<file path="config.mk">
export PLATFORM = sky130hd
export DESIGN_NAME = multicycle_control
export DESIGN_NICKNAME = d
export VERILOG_FILES = /design/src/rtl/multicycle_control.sv
export SDC_FILE = /design/constraint.sdc
export NUM_CORES = 1
export LEC_CHECK = 0
export BUFFER_PORTS_ARGS = -buffer_cell sky130_fd_sc_hd__buf_2
export CAP_MARGIN = 20
export CORE_ASPECT_RATIO = 1.25
export CORE_MARGIN = 5
export CORE_UTILIZATION = 35
export DETAILED_ROUTE_END_ITERATION = 6
export GPL_TIMING_DRIVEN = 0
export SLEW_MARGIN = 5
export SYNTH_ARGS = -nofsm -noshare
export SYNTH_HDL_FRONTEND = slang
export SYNTH_SLANG_ARGS = --single-unit
</file>
<file path="constraint.sdc">
create_clock -name clk -period 3.39 [get_ports clk]
set_clock_uncertainty 0.05 [all_clocks]
set_input_delay 0.678 -clock clk [delete_from_list [all_inputs] [get_ports clk]]
set_output_delay 0.678 -clock clk [all_outputs]
set_load 0.01 [all_outputs]
</file>
<file path="src/rtl/multicycle_control.sv">
// Sequencing FSM for the multi-cycle RV32 subset datapath (R-type, addi, lw, sw, beq).
// One state register drives every datapath enable/select and shares one memory port.
module multicycle_control (
  input  logic        clk,
  input  logic        rst,
  input  logic [6:0]  i_opcode,
  input  logic        i_zero,
  input  logic        i_mem_ready,
  output logic        o_pc_write,
  output logic        o_ir_write,
  output logic        o_iord,
  output logic        o_mem_read,
  output logic        o_mem_write,
  output logic        o_reg_write,
  output logic        o_memtoreg,
  output logic [1:0]  o_alusrca,
  output logic [1:0]  o_alusrcb,
  output logic [1:0]  o_aluop,
  output logic        o_pcsrc,
  output logic [3:0]  o_state,
  output logic        o_illegal,
  output logic [31:0] o_instret
);

  localparam logic [6:0] OP_R    = 7'b0110011;
  localparam logic [6:0] OP_ADDI = 7'b0010011;
  localparam logic [6:0] OP_LW   = 7'b0000011;
  localparam logic [6:0] OP_SW   = 7'b0100011;
  localparam logic [6:0] OP_BEQ  = 7'b1100011;

  typedef enum logic [3:0] {
    S_FETCH  = 4'd0,
    S_DECODE = 4'd1,
    S_MEMADR = 4'd2,
    S_MEMRD  = 4'd3,
    S_MEMWB  = 4'd4,
    S_MEMWR  = 4'd5,
    S_EXECR  = 4'd6,
    S_EXECI  = 4'd7,
    S_ALUWB  = 4'd8,
    S_BEQ    = 4'd9,
    S_HALT   = 4'd10
  } state_t;

  state_t      r_state;
  state_t      w_next;
  logic        w_retire;
  logic [31:0] r_instret;

  always_ff @(posedge clk) begin
    if (!rst) begin
      r_state   <= S_FETCH;
      r_instret <= 32'd0;
    end else begin
      r_state <= w_next;
      if (w_retire) r_instret <= r_instret + 32'd1;
    end
  end

  // Memory handshake: a request in FETCH/MEMRD/MEMWR is held with an unchanged
  // address select until mem_ready completes it; mem_ready is ignored elsewhere.
  always_comb begin
    w_next      = r_state;
    w_retire    = 1'b0;
    o_pc_write  = 1'b0;
    o_ir_write  = 1'b0;
    o_iord      = 1'b0;
    o_mem_read  = 1'b0;
    o_mem_write = 1'b0;
    o_reg_write = 1'b0;
    o_memtoreg  = 1'b0;
    o_alusrca   = 2'd0;
    o_alusrcb   = 2'd0;
    o_aluop     = 2'd0;
    o_pcsrc     = 1'b0;
    o_illegal   = 1'b0;
    case (r_state)
      S_FETCH: begin
        o_mem_read = 1'b1;
        o_alusrcb  = 2'd2;
        o_ir_write = i_mem_ready;
        o_pc_write = i_mem_ready;
        if (i_mem_ready) w_next = S_DECODE;
      end
      S_DECODE: begin
        // Branch target is computed here from oldPC + imm and parked in ALUOut.
        o_alusrca = 2'd1;
        o_alusrcb = 2'd1;
        case (i_opcode)
          OP_LW, OP_SW: w_next = S_MEMADR;
          OP_R:         w_next = S_EXECR;
          OP_ADDI:      w_next = S_EXECI;
          OP_BEQ:       w_next = S_BEQ;
          default:      w_next = S_HALT;
        endcase
      end
      S_MEMADR: begin
        o_alusrca = 2'd2;
        o_alusrcb = 2'd1;
        if (i_opcode == OP_LW)      w_next = S_MEMRD;
        else if (i_opcode == OP_SW) w_next = S_MEMWR;
        else                        w_next = S_HALT;
      end
      S_MEMRD: begin
        o_iord     = 1'b1;
        o_mem_read = 1'b1;
        if (i_mem_ready) w_next = S_MEMWB;
      end
      S_MEMWB: begin
        o_reg_write = 1'b1;
        o_memtoreg  = 1'b1;
        w_next      = S_FETCH;
        w_retire    = 1'b1;
      end
      S_MEMWR: begin
        o_iord      = 1'b1;
        o_mem_write = 1'b1;
        if (i_mem_ready) begin
          w_next   = S_FETCH;
          w_retire = 1'b1;
        end
      end
      S_EXECR: begin
        o_alusrca = 2'd2;
        o_aluop   = 2'd2;
        w_next    = S_ALUWB;
      end
      S_EXECI: begin
        o_alusrca = 2'd2;
        o_alusrcb = 2'd1;
        w_next    = S_ALUWB;
      end
      S_ALUWB: begin
        o_reg_write = 1'b1;
        w_next      = S_FETCH;
        w_retire    = 1'b1;
      end
      S_BEQ: begin
        o_alusrca  = 2'd2;
        o_aluop    = 2'd1;
        o_pcsrc    = 1'b1;
        o_pc_write = i_zero;
        w_next     = S_FETCH;
        w_retire   = 1'b1;
      end
      S_HALT: begin
        o_illegal = 1'b1;
        w_next    = S_HALT;
      end
      default: w_next = S_HALT;
    endcase
  end

  assign o_state   = r_state;
  assign o_instret = r_instret;

endmodule

</file>
# --- Yosys cells after proc, flatten, opt, wreduce, memory -nomap -nowiden ---
# Cells that the tools add are included.
op_classes:
  order_cmp: 0
  n_shift: 0
  mul: 0
  bitwise: 0
  mux: 21
  reduce_logical: 10
  eq_ne: 18
  div_mod_pow: 0
  add_sub_neg: 1
ops:
  columns: ["op", "n"]
  rows:
  - ["32-bit by 1-bit adder with 32-bit output (second input constant)", 1]
  - ["4-bit case mux with 7 select lines", 1]
  - ["4-bit 2-to-1 mux", 5]
  - ["4-bit by 3-bit == test with 1-bit output (second input constant)", 4]
  - ["4-bit case mux with 4 select lines", 1]
  - ["7-bit by 6-bit == test with 1-bit output (second input constant)", 2]
  - ["4-bit == test (second input constant)", 3]
  - ["2-bit case mux with 2 select lines", 3]
  - ["2-bit OR reduction", 5]
  - ["1-bit 2-to-1 mux", 9]
  - ["4-bit by 2-bit == test with 1-bit output (second input constant)", 2]
  - ["7-bit by 2-bit == test with 1-bit output (second input constant)", 1]
  - ["7-bit by 5-bit == test with 1-bit output (second input constant)", 1]
  - ["7-bit == test (second input constant)", 1]
  - ["2-bit inequality test (second input constant)", 3]
  - ["3-bit OR reduction", 2]
  - ["4-bit by 1-bit == test with 1-bit output (second input constant)", 1]
  - ["4-bit zero test", 1]
  - ["1-bit case mux with 2 select lines", 2]
  - ["4-bit OR reduction", 1]
  - ["3-bit AND reduction", 1]
word_totals:
  elab_cells: 52
  ram_bits: 0
  out_inout_bits: 51
  latchBits: 0
  inputBits: 11
  n_memories: 0
  reg_bits: 36
  rom_bits: 0

# --- Logic depth before layout (Yosys ltp) ---
logic_depth:
  ltp_word: 4
  mapped_depth: 7
  depth_no_buf: 6

# --- Worst setup path after synthesis ---
# Ideal clock, no wire load.
synth_path:
  path_kind: "reg2out"
  startpoint: "register r_state[3] (netlist: o_state[3])"
  endpoint: "output o_pc_write"
  t_required_ns: 2.662
  path_stages_with_launch: 5
  arrival_time_ns: 1.461
  setup_slack_ns: 1.201
  n_path_buf: 1
  cell_sequence: "dfxtp_1 > clkbuf_1 > nor4_1 > and2_1 > a21o_1"
synth_via:
  elab_chain_cells: 2
synth_rtl:
  columns: ["element", "line_no", "text"]
  rows:
  - ["from (decl)", "45", "state_t r_state;"]
  - ["from (signal assigned)", "55", "r_state <= w_next;"]
  - ["4-bit == test or 4-bit zero test (tied branches)", "77", "case (r_state)"]
  - ["1-bit case mux with 2 select lines (*)", "77", null]
  - ["to (decl)", "9", "output logic o_pc_write,"]
# Every way passes the cells marked *; elsewhere a longest branch is shown, timed or not.

# --- Worst setup path in the final report ---
layout_path:
  startpoint: "register r_state[1] (netlist: o_state[1])"
  endpoint: "output o_mem_read"
layout_via:
  elab_chain_cells: 3
layout_rtl:
  columns: ["element", "line_no", "text"]
  rows:
  - ["4-bit by 2-bit == test with 1-bit output or 4-bit zero test (tied branches)", "77", null]
  - ["2-bit OR reduction (no source line) (*)", null, null]
  - ["1-bit 2-to-1 mux (*)", "77", null]
  - ["to (decl)", "12", "output logic o_mem_read,"]
# Marks and branches as above.

==> flow_summary.yaml <==
min_path:
  whs_endpoint: "o_instret[27]"
  hp-class: "reg2reg"
  min_path_cells: 2
  min_from: "o_instret[27]"
critical_path:
  worstRegToRegCells: 6
  reg2reg_to: "o_instret[23]"
  critPathRequiredTime_ns: 2.66
  reg2reg_from: "o_state[1]"
  ff2ff_setup_slack_ns: 1.34
  crit_arrival_ns: 1.84
  path_max_fanout: 10
  endpoint_kind: "output pin"
  setup.worst_path.start_class: "register"
  critPathKind: "reg2out"
cells_and_area:
  final_nets: 335
  area_growth_pct: 23.7
  layoutNonFillerInstCount: 388
  multiInputGateArea_um2: 1160
  register_area_um2: 721
  final_common_cell: "buf_2"
  final_cell_mix: "62 x buf_2, 36 x dfxtp_1, 35 x nor2_1"
  diodes: 0
  final_layout_size_suffix_gt1_share_pct: 24.7
  nFillCells: 581
clock_tree:
  ctsHoldBuffers: 0
  cts_buffers: 5
  cts_sinks: 36
  htreeDepth: 2
  root_buffer: "clkbuf_8"
  clock_latency_ns: 0.29
  clockBufferDepth: 2
  cts_resized: 0
  clk_pin_slew_ns: 0.08
  cts_setup_buffers: 0
  cts_tree: "done"
logic_synthesis:
  yosys_warnings: 0
  synth_area_leaders: "dfxtp_1 36%, nor2_1 6.6%, xor2_1 5.3%"
  synthFlopType: "dfxtp_1"
  synthArstFlopShare_pct: 0
  yosys.cell_types.count: 45
  yosysSeqAreaShare_pct: 36.1
  syn_inst: 255
  synth_top_area_share_pct: 36.1
  synth-seq-cells: 36
  synth.net_count: 267
  synth_edf_count: 0
  yosysTopAreaCell: "dfxtp_1"
  syn_area_per_cell_um2: 7.83
  syn_area_um2: 2000
route:
  wl_um: 5130
  drcViolationCount: 0
  vias: 2016
  drt_iter0_drc: 71
  ant_nets: 0
  first_pass_iters: 4
  avgViaCountPerCell: 5.20
  wl_per_cell_um: 13.2
pwr:
  switching_share_pct: 38.2
  comb_power_share_pct: 37.7
  seqPwrFrac_pct: 37.7
  p_per_area_nw_per_um2: 502
  ir_drop_v: 0.000255
  clock_power_share_pct: 24.6
  power.switching_w: 0.000473
  p_leak_nw: 1.04
  p_int_w: 0.000766
timing:
  period_share_pct: 75.8
  hold_viol: 0
  tightest_slew_ns: 0.699
  fin_crit_ns: 2.57
  slew_headroom_pct: 53.0
  setup_viol: 0
  clock.fmax_mhz: 389
  rsz0062_at_grt: "no"
  slew_violations: 0
  finalSetupTns_ns: 0
placement:
  place_hpwl_um: 3910
  routabilityCongestion: 0.835
  port-buffer-count: 61
  dpl.cell_count: 380
global_routing:
  first_global_vias: 1922
  overflow: 0
  antenna_found_initial: 0
  grt_pass1_wl_um: 8830
  grt_usage_pct: 14.5
  grt_start_max_net_pins: 13
status:
  outcome: "completed"
floorplan:
  dieArea_um2: 7330
  start_util_pct: 36.4
  core_area_um2: 5480
  die_h_um: 94.5
  die_w_um: 77.6
  pin_count: 62
  rows: 30
job:
  max_cap_viol_count: 0
[critical path, stage by stage (launching register included)]
cell and delay [ns]:
dfxtp_1 0.33, clkbuf_1 0.29, clkbuf_1 0.41, nand2_1 0.18, and3_1 0.20, buf_2 0.13
[per-stage QoR]
step                      instance area, µm²  hold slack [ns]  power [W]  util (%)  worst slack (ns)
after global routing                    2470            0.462    0.00134      45.1             0.651
after CTS                               2470            0.447    0.00125      45.1             0.810
after detailed placement                2380            0.436   0.000947      43.5              1.14
after floorplan                         2000            0.452   0.000793         -              1.20
after global placement                  2380            0.418   0.000949      43.5              1.14
final                                   2470            0.449    0.00124      45.1             0.820
[kinds of logic (layout without fill, tap and decap cells)]
kind of cell	Yosys count	count (layout)	share of synthesized area, %
AOI/OAI and AO/OA	51	51	14.8
buffers and inverters	24	93	5.89
xor gates and xnor gates	21	21	9.21
and+or+nand+nor	122	122	33.4
adders and majority gates	1	1	0.626
DFF	36	36	36.1
[per-layer routing]
metal,vias to the layer above,track usage (%),wire length (µm)
met5,-,0,0
met4,0,4.58,71
met3,5,3.72,274
met2,60,25.3,2540
met1,918,17.5,2240
li1,1033,-,-
[power groups by stage]
stage / Sequential [W] / Combinational, W / Clock [W]
4_1_cts: 0.000469 / 0.000470 / 0.000316
6_report: 0.000468 / 0.000467 / 0.000304
3_3_place_gp: 0.000479 / 0.000470 / 0
2_1_floorplan: 0.000485 / 0.000308 / 0
5_1_grt: 0.000476 / 0.000527 / 0.000334
3_5_place_dp: 0.000478 / 0.000468 / 0
[state kept, by name, summed over array words and instances (netlist names)]
signal,flops
o_instret,32
o_state,4
[area by class of cell]
class	instances	share of cell area, %
Sequential cell	36	29.2
Clock inverter	3	0.760
Timing Repair Buffer	61	12.4
Inverter	9	1.37
Multi-Input combinational cell	195	46.9
Tap cell	64	3.24
Clock buffer	5	2.79
Buffer	15	3.39
[synth_stat cells (all sizes together), types with 9 or more instances]
library cell  count
xnor2             9
clkbuf            9
a21oi            18
inv               9
xor2             12
nand4            10
nand3            14
nand2            15
o21ai            18
or3              10
dfxtp            36
nor2             35
[worst max path at each step]
stage	from	slack (ns)	end
global placement	o_state[1]	1.14	o_mem_read
CTS	o_state[1]	0.81	o_mem_read
detailed placement	o_state[1]	1.14	o_mem_read
finish	o_state[1]	0.82	o_mem_read
global route	o_state[1]	0.65	o_alusrcb[0]
floorplan	o_state[3]	1.20	o_pc_write
No activity file was read; power rests on OpenSTA's default activity.
